--- config.mk ---
export PLATFORM = sky130hd
export DESIGN_NAME = axi_rab_addr_stage
export DESIGN_NICKNAME = d
export VERILOG_FILES = /design/src/rtl/axi_rab_pkg.sv /design/src/rtl/axi_rab_burst_span.sv /design/src/rtl/axi_rab_addr_stage.sv
export SDC_FILE = /design/constraint.sdc
export NUM_CORES = 1
export LEC_CHECK = 0
export CAP_MARGIN = 15
export CORE_MARGIN = 1
export CORE_UTILIZATION = 46
export CTS_CLUSTER_DIAMETER = 120
export DETAILED_ROUTE_END_ITERATION = 7
export PLACE_DENSITY = 0.82
export SYNTH_ARGS = -nofsm -noshare
export SYNTH_HDL_FRONTEND = slang
export SYNTH_HIERARCHICAL = 1
export SYNTH_SLANG_ARGS = --single-unit
--- constraint.sdc ---
create_clock -name axi4_aclk -period 1.9 [get_ports axi4_aclk]
set_input_delay 0.38 -clock axi4_aclk [delete_from_list [all_inputs] [get_ports axi4_aclk]]
set_output_delay 0.38 -clock axi4_aclk [all_outputs]
set_load 0.02 [all_outputs]
--- src/rtl/axi_rab_pkg.sv ---
// Shared types for the RAB address stage: FSM states, drop causes and span width.
package axi_rab_pkg;

  localparam int SPAN_W = 33;

  typedef enum logic [1:0] {IDLE, LOOKUP, FWD, DROP} state_e;

  typedef enum logic [2:0] {NONE, MISS, PROT, MULTI, OVF} cause_e;

endpackage

--- src/rtl/axi_rab_burst_span.sv ---
// Last byte address of an AXI burst, computed at 33 bits so a wrap past 4 GiB shows as overflow.
module axi_rab_burst_span
  import axi_rab_pkg::*;
(
  input  logic [31:0] i_addr,
  input  logic [7:0]  i_len,
  input  logic [2:0]  i_size,
  output logic [31:0] o_addr_max,
  output logic        o_overflow
);

  logic [SPAN_W-1:0] w_bytes;
  logic [SPAN_W-1:0] w_end;

  assign w_bytes    = ({{(SPAN_W-8){1'b0}}, i_len} + SPAN_W'(1)) << i_size;
  assign w_end      = {1'b0, i_addr} + w_bytes - SPAN_W'(1);
  assign o_addr_max = w_end[31:0];
  assign o_overflow = w_end[SPAN_W-1];

endmodule

--- src/rtl/axi_rab_addr_stage.sv ---
// Per-port AR/AW stage: accept, slice lookup, then forward or drop. Optional miss log is
// enabled with the AXI_RAB_MISS_LOG_EN macro.
module axi_rab_addr_stage
  import axi_rab_pkg::*;
#(
  parameter int AXI_ID_WIDTH   = 4,
  parameter int AXI_USER_WIDTH = 6,
  parameter int RAB_ENTRIES    = 16,
  parameter int RW_TYPE        = 0
)(
  input  logic                      axi4_aclk,
  input  logic                      axi4_arstn,
  input  logic [31:0]               s_addr,
  input  logic [AXI_ID_WIDTH-1:0]   s_id,
  input  logic [7:0]                s_len,
  input  logic [2:0]                s_size,
  input  logic [AXI_USER_WIDTH-1:0] s_user,
  input  logic                      s_valid,
  output logic                      s_ready,
  output logic [31:0]               int_addr_min,
  output logic [31:0]               int_addr_max,
  output logic                      int_rw,
  input  logic [RAB_ENTRIES-1:0]    hit,
  input  logic [RAB_ENTRIES-1:0]    prot,
  input  logic                      multiple_hit,
  input  logic [31:0]               out_addr,
  output logic [31:0]               m_addr,
  output logic [AXI_ID_WIDTH-1:0]   m_id,
  output logic [7:0]                m_len,
  output logic [2:0]                m_size,
  output logic [AXI_USER_WIDTH-1:0] m_user,
  output logic                      m_valid,
  input  logic                      m_ready,
  output logic [AXI_ID_WIDTH-1:0]   drop_id,
  output logic [7:0]                drop_len,
  output logic                      drop_valid,
  input  logic                      drop_ready,
  output logic                      miss_irq,
  output logic                      prot_irq,
  output logic                      multi_irq,
  output logic [31:0]               miss_addr,
  output logic [AXI_ID_WIDTH-1:0]   miss_id,
  output logic                      miss_valid,
  input  logic                      miss_clr
);

  state_e                    r_state;
  logic                      r_s_ready;
  logic [AXI_ID_WIDTH-1:0]   r_id;
  logic [7:0]                r_len;
  logic [2:0]                r_size;
  logic [AXI_USER_WIDTH-1:0] r_user;
  logic [31:0]               r_int_min;
  logic [31:0]               r_int_max;
  logic                      r_ovf;
  logic [31:0]               r_m_addr;
  logic                      r_m_valid;
  logic                      r_drop_valid;
  logic                      r_miss_irq;
  logic                      r_prot_irq;
  logic                      r_multi_irq;
  logic [31:0]               w_addr_max;
  logic                      w_ovf;
  cause_e                    w_cause;

  // Span is computed from the incoming request so it is already registered during LOOKUP.
  axi_rab_burst_span u_span (
    .i_addr     (s_addr),
    .i_len      (s_len),
    .i_size     (s_size),
    .o_addr_max (w_addr_max),
    .o_overflow (w_ovf)
  );

  always_comb begin
    w_cause = NONE;
    if (r_ovf)                 w_cause = OVF;
    else if (multiple_hit)     w_cause = MULTI;
    else if (~|hit)            w_cause = MISS;
    else if (|(hit & prot))    w_cause = PROT;
  end

  always_ff @(posedge axi4_aclk or negedge axi4_arstn) begin
    if (!axi4_arstn) begin
      r_state      <= IDLE;
      r_s_ready    <= 1'b0;
      r_id         <= '0;
      r_len        <= '0;
      r_size       <= '0;
      r_user       <= '0;
      r_int_min    <= '0;
      r_int_max    <= '0;
      r_ovf        <= 1'b0;
      r_m_addr     <= '0;
      r_m_valid    <= 1'b0;
      r_drop_valid <= 1'b0;
      r_miss_irq   <= 1'b0;
      r_prot_irq   <= 1'b0;
      r_multi_irq  <= 1'b0;
    end else begin
      r_miss_irq  <= 1'b0;
      r_prot_irq  <= 1'b0;
      r_multi_irq <= 1'b0;
      case (r_state)
        IDLE: begin
          r_s_ready <= 1'b1;
          if (s_valid && r_s_ready) begin
            r_s_ready <= 1'b0;
            r_id      <= s_id;
            r_len     <= s_len;
            r_size    <= s_size;
            r_user    <= s_user;
            r_int_min <= s_addr;
            r_int_max <= w_addr_max;
            r_ovf     <= w_ovf;
            r_state   <= LOOKUP;
          end
        end
        LOOKUP: begin
          if (w_cause == NONE) begin
            r_m_addr  <= out_addr;
            r_m_valid <= 1'b1;
            r_state   <= FWD;
          end else begin
            r_drop_valid <= 1'b1;
            r_miss_irq   <= (w_cause == MISS) || (w_cause == OVF);
            r_prot_irq   <= (w_cause == PROT);
            r_multi_irq  <= (w_cause == MULTI);
            r_state      <= DROP;
          end
        end
        FWD: begin
          if (m_ready) begin
            r_m_valid <= 1'b0;
            r_s_ready <= 1'b1;
            r_state   <= IDLE;
          end
        end
        DROP: begin
          if (drop_ready) begin
            r_drop_valid <= 1'b0;
            r_s_ready    <= 1'b1;
            r_state      <= IDLE;
          end
        end
        default: r_state <= IDLE;
      endcase
    end
  end

  assign s_ready      = r_s_ready;
  assign int_addr_min = r_int_min;
  assign int_addr_max = r_int_max;
  assign int_rw       = (RW_TYPE != 0);
  assign m_addr       = r_m_addr;
  assign m_id         = r_id;
  assign m_len        = r_len;
  assign m_size       = r_size;
  assign m_user       = r_user;
  assign m_valid      = r_m_valid;
  assign drop_id      = r_id;
  assign drop_len     = r_len;
  assign drop_valid   = r_drop_valid;
  assign miss_irq     = r_miss_irq;
  assign prot_irq     = r_prot_irq;
  assign multi_irq    = r_multi_irq;

`ifdef AXI_RAB_MISS_LOG_EN
  logic                    r_miss_valid;
  logic [31:0]             r_miss_addr;
  logic [AXI_ID_WIDTH-1:0] r_miss_id;

  // First miss is kept until cleared; a capture takes priority over a same-cycle clear.
  always_ff @(posedge axi4_aclk or negedge axi4_arstn) begin
    if (!axi4_arstn) begin
      r_miss_valid <= 1'b0;
      r_miss_addr  <= '0;
      r_miss_id    <= '0;
    end else if ((r_state == LOOKUP) && ((w_cause == MISS) || (w_cause == OVF)) && !r_miss_valid) begin
      r_miss_valid <= 1'b1;
      r_miss_addr  <= r_int_min;
      r_miss_id    <= r_id;
    end else if (miss_clr) begin
      r_miss_valid <= 1'b0;
    end
  end

  assign miss_valid = r_miss_valid;
  assign miss_addr  = r_miss_addr;
  assign miss_id    = r_miss_id;
`else
  logic w_unused_miss_clr;
  assign w_unused_miss_clr = miss_clr;
  assign miss_valid = 1'b0;
  assign miss_addr  = '0;
  assign miss_id    = '0;
`endif

endmodule

==> flow_metrics.env <==
export IMPL_status="complete, but fails checks"
export IMPL_violations="negative setup slack"
export IMPL_synthTopCellsByCount="126 x dfrtp_1, 95 x mux2_2, 75 x inv_1"
export IMPL_arrival_ns=3.93
export IMPL_hold_ws_ns=0.218
export IMPL_cpMostUsedCell="buf_4"
export IMPL_grt_max_degree=42
export IMPL_synth_cells=795
export IMPL_finalHoldViolCount=0
export IMPL_die_area_um2=18600
export IMPL_hp_class="in2reg"
export IMPL_hold_path_startpoint="s_len[1]"
export IMPL_synthArstFlopShare_pct=100
export IMPL_core_region_area_um2=17500
export IMPL_num_antenna_cells=0
export IMPL_worst_pin_slew_ns=0.593
export IMPL_synth_seq_area_share_pct=38.0
export IMPL_p_total_w=0.0169
export IMPL_ant_nets=0
export IMPL_drt_iter0_markers=376
export IMPL_yosysTopAreaCellShare_pct=38.0
export IMPL_cts_tree="built"
export IMPL_path_delay_family="compound AO/OA/AOI/OAI gates"
export IMPL_ios=297
export IMPL_area_delta_synth_final_pct=69.2
export IMPL_tns_ns=-42.05
export IMPL_hold_depth=2
export IMPL_syn_avg_cell_area_um2=10.4
export IMPL_synth_top_area_cell="dfrtp_1"
export IMPL_yosysMostFrequentCell="dfrtp_1"
export IMPL_max_stage_delay_ns=0.30
export IMPL_totalWireLength_um=28000
export IMPL_r2r_setup_slack_ns=0.18
export IMPL_leakagePower_nw=6.57
export IMPL_avgViaCountPerCell=5.38
export IMPL_ys_flop_type="dfrtp_1"
export IMPL_path_clk_slew_ns=0.07
export IMPL_crit_type="in2reg"
export IMPL_grt_pass1_wl_um=41400
export IMPL_fp_dieW_um=136
export IMPL_gp_congestion=0.891
export IMPL_initial_core_util_pct=47.4
export IMPL_clock_path_buffers=2
export IMPL_h_tree_depth=4
export IMPL_reg2reg_depth=10
export IMPL_yosysWarnings=6
export IMPL_synth_cell_area_um2=8290
export IMPL_fin_cells=1475
export IMPL_grt_pass1_vias=8348
export IMPL_timing_final_ws_setup_ns=-1.71
export IMPL_period_needed_ns=3.61
export IMPL_cp_required_ns=2.22
export IMPL_rsz0062_at_grt="true"
export IMPL_synth_area_leaders="dfrtp_1 38%, mux2_2 13%, ha_1 7.2%"
export IMPL_cts_made_buffers=17
export IMPL_drc=0
export IMPL_layout_drive_gt1_share_pct=42.5
export IMPL_path_max_fanout=6
export IMPL_die_h_um=136
export IMPL_maxSlewHeadroom_pct=60.1
export IMPL_clock_sinks=126
export IMPL_synth_seq_cells=126
export IMPL_insertion_delay_ns=0.43
export IMPL_crit_chain="buf_8, buf_6, nand3_4, buf_4, xnor2_2, nor2_2, a21oi_2, buf_4, a21oi_1, a21oi_1, ha_1, inv_2, ha_4, a21oi_4, o21ai_2, a21oi_2, buf_6, nor4_4, o21a_2, buf_4, a2111oi_4, a211oi_2, mux2_4"
export IMPL_path_buf_inv=7
export IMPL_reg2reg_to="prot_irq"
export IMPL_cp_start_kind="primary input"
export IMPL_synth_distinct_cells=70
export IMPL_dr_pass1_iters=5
export IMPL_layout_nets=1410
export IMPL_vias=7933
export IMPL_rows=48
export IMPL_synth_edf_count=0
export IMPL_track_usage_pct=28.9
export IMPL_p_per_area_nw_per_um2=1200
export IMPL_cpMaxStageDelayCell="a2111oi_4"
export IMPL_peakVddDrop_v=0.00104
export IMPL_numPortBuffers=257
export IMPL_overflow=0
export IMPL_setup_viol=31
export IMPL_min_to="drop_len[1]"
export IMPL_final_max_slew_viol_count=0
export IMPL_drv_cap=0
export IMPL_final_setup_skew_ns=0.00740
export IMPL_root_buffer="clkbuf_16"
export IMPL_antenna_found_initial=0
export IMPL_finalCritPeriodShare_pct=190
export IMPL_end_kind="register"
export IMPL_fmaxAchievable_mhz=277
export IMPL_post_dp_hpwl_um=18400
export IMPL_r2r_start="r_state[1]"
export IMPL_dp_cells=1396
export IMPL_wire_per_inst_um=19.0
worst max-delay path by stage:
stage,start,end,cells after the start
final,s_len[0],int_addr_max[26],23
after floorplan,s_len[0],int_addr_max[26],18
after detailed placement,s_len[1],r_ovf,20
after global placement,s_len[0],int_addr_max[23],20
after global routing,s_len[3],int_addr_max[26],21
after CTS,s_len[1],int_addr_max[24],21
logic make-up after synthesis:
| logic type | after synthesis | synth area share [%] |
|---|---|---|
| flops | 126 | 38.0 |
| mux | 129 | 18.8 |
| other cells | 1 | 0.0452 |
| simple gates | 152 | 9.17 |
| compound gates | 150 | 13.1 |
| fa+ha+maj | 49 | 7.48 |
| xor+xnor | 28 | 2.96 |
| buf+inv | 160 | 10.5 |
through the flow:
stage,worst slack (ns),instance area [um^2],utilization [%]
detailed placement,-2.55,12400,70.7
global route,-1.92,14000,80.3
global placement,-2.44,12400,70.7
finish,-1.71,14000,80.3
CTS,-1.48,13600,78.1
floorplan,-1.55,8770,-
state kept, by name, summed over array words and instances (netlist names), 2 cells and up:
register / flops
int_addr_min: 32
drop_id: 4
drop_len: 8
m_user: 6
m_size: 3
int_addr_max: 32
r_state: 2
m_addr: 32
layout make-up:
cell class	instances	area (um^2)
clock buffers	17	425
clock inverters	15	151
fillers	1003	3450
inverters	75	284
multi-input cells	546	5320
flip-flops and latches	126	3150
well taps	225	282
repair buffers	471	4420
placed cells by master, fill, tap and decap left out, types with 14 or more instances in the layout:
cell type and instances:
nor2_2 17, nor2_1 26, inv_1 62, clkbuf_16 17
xnor2_1 15, a21o_1 16, ha_4 15, clkdlybuf4s50_1 234
buf_4 180, mux2_2 73, ha_1 31, nand2_1 30
buf_6 25, conb_1 38, a21oi_1 24, nand3_1 14
mux2_4 51, dfrtp_1 125
metal layers:
layer / track usage, % / share of wire (%)
met2: 53.0 / 52
met5: 0 / 0
met3: 6.04 / 5.7
met4: 11.7 / 3.8
met1: 32.3 / 38
where the power goes:
part	switching [W]	internal (W)	total (W)
Sequential	0.000678	0.00375	0.00442
Combinational	0.00430	0.00497	0.00928
Clock	0.00146	0.00174	0.00320
timing repair:
item / 4_1_cts / 5_1_grt
endpoints found under the setup margin: 52 / 64
pin swaps: 61 / 59
setup buffers: 33 / 16
hold endpoints to repair: 37 / 0
resized for setup: 151 / 70
hold buffers: 1 / 0
gates cloned: 1 / 0
Power figures use the tool's default switching activity.
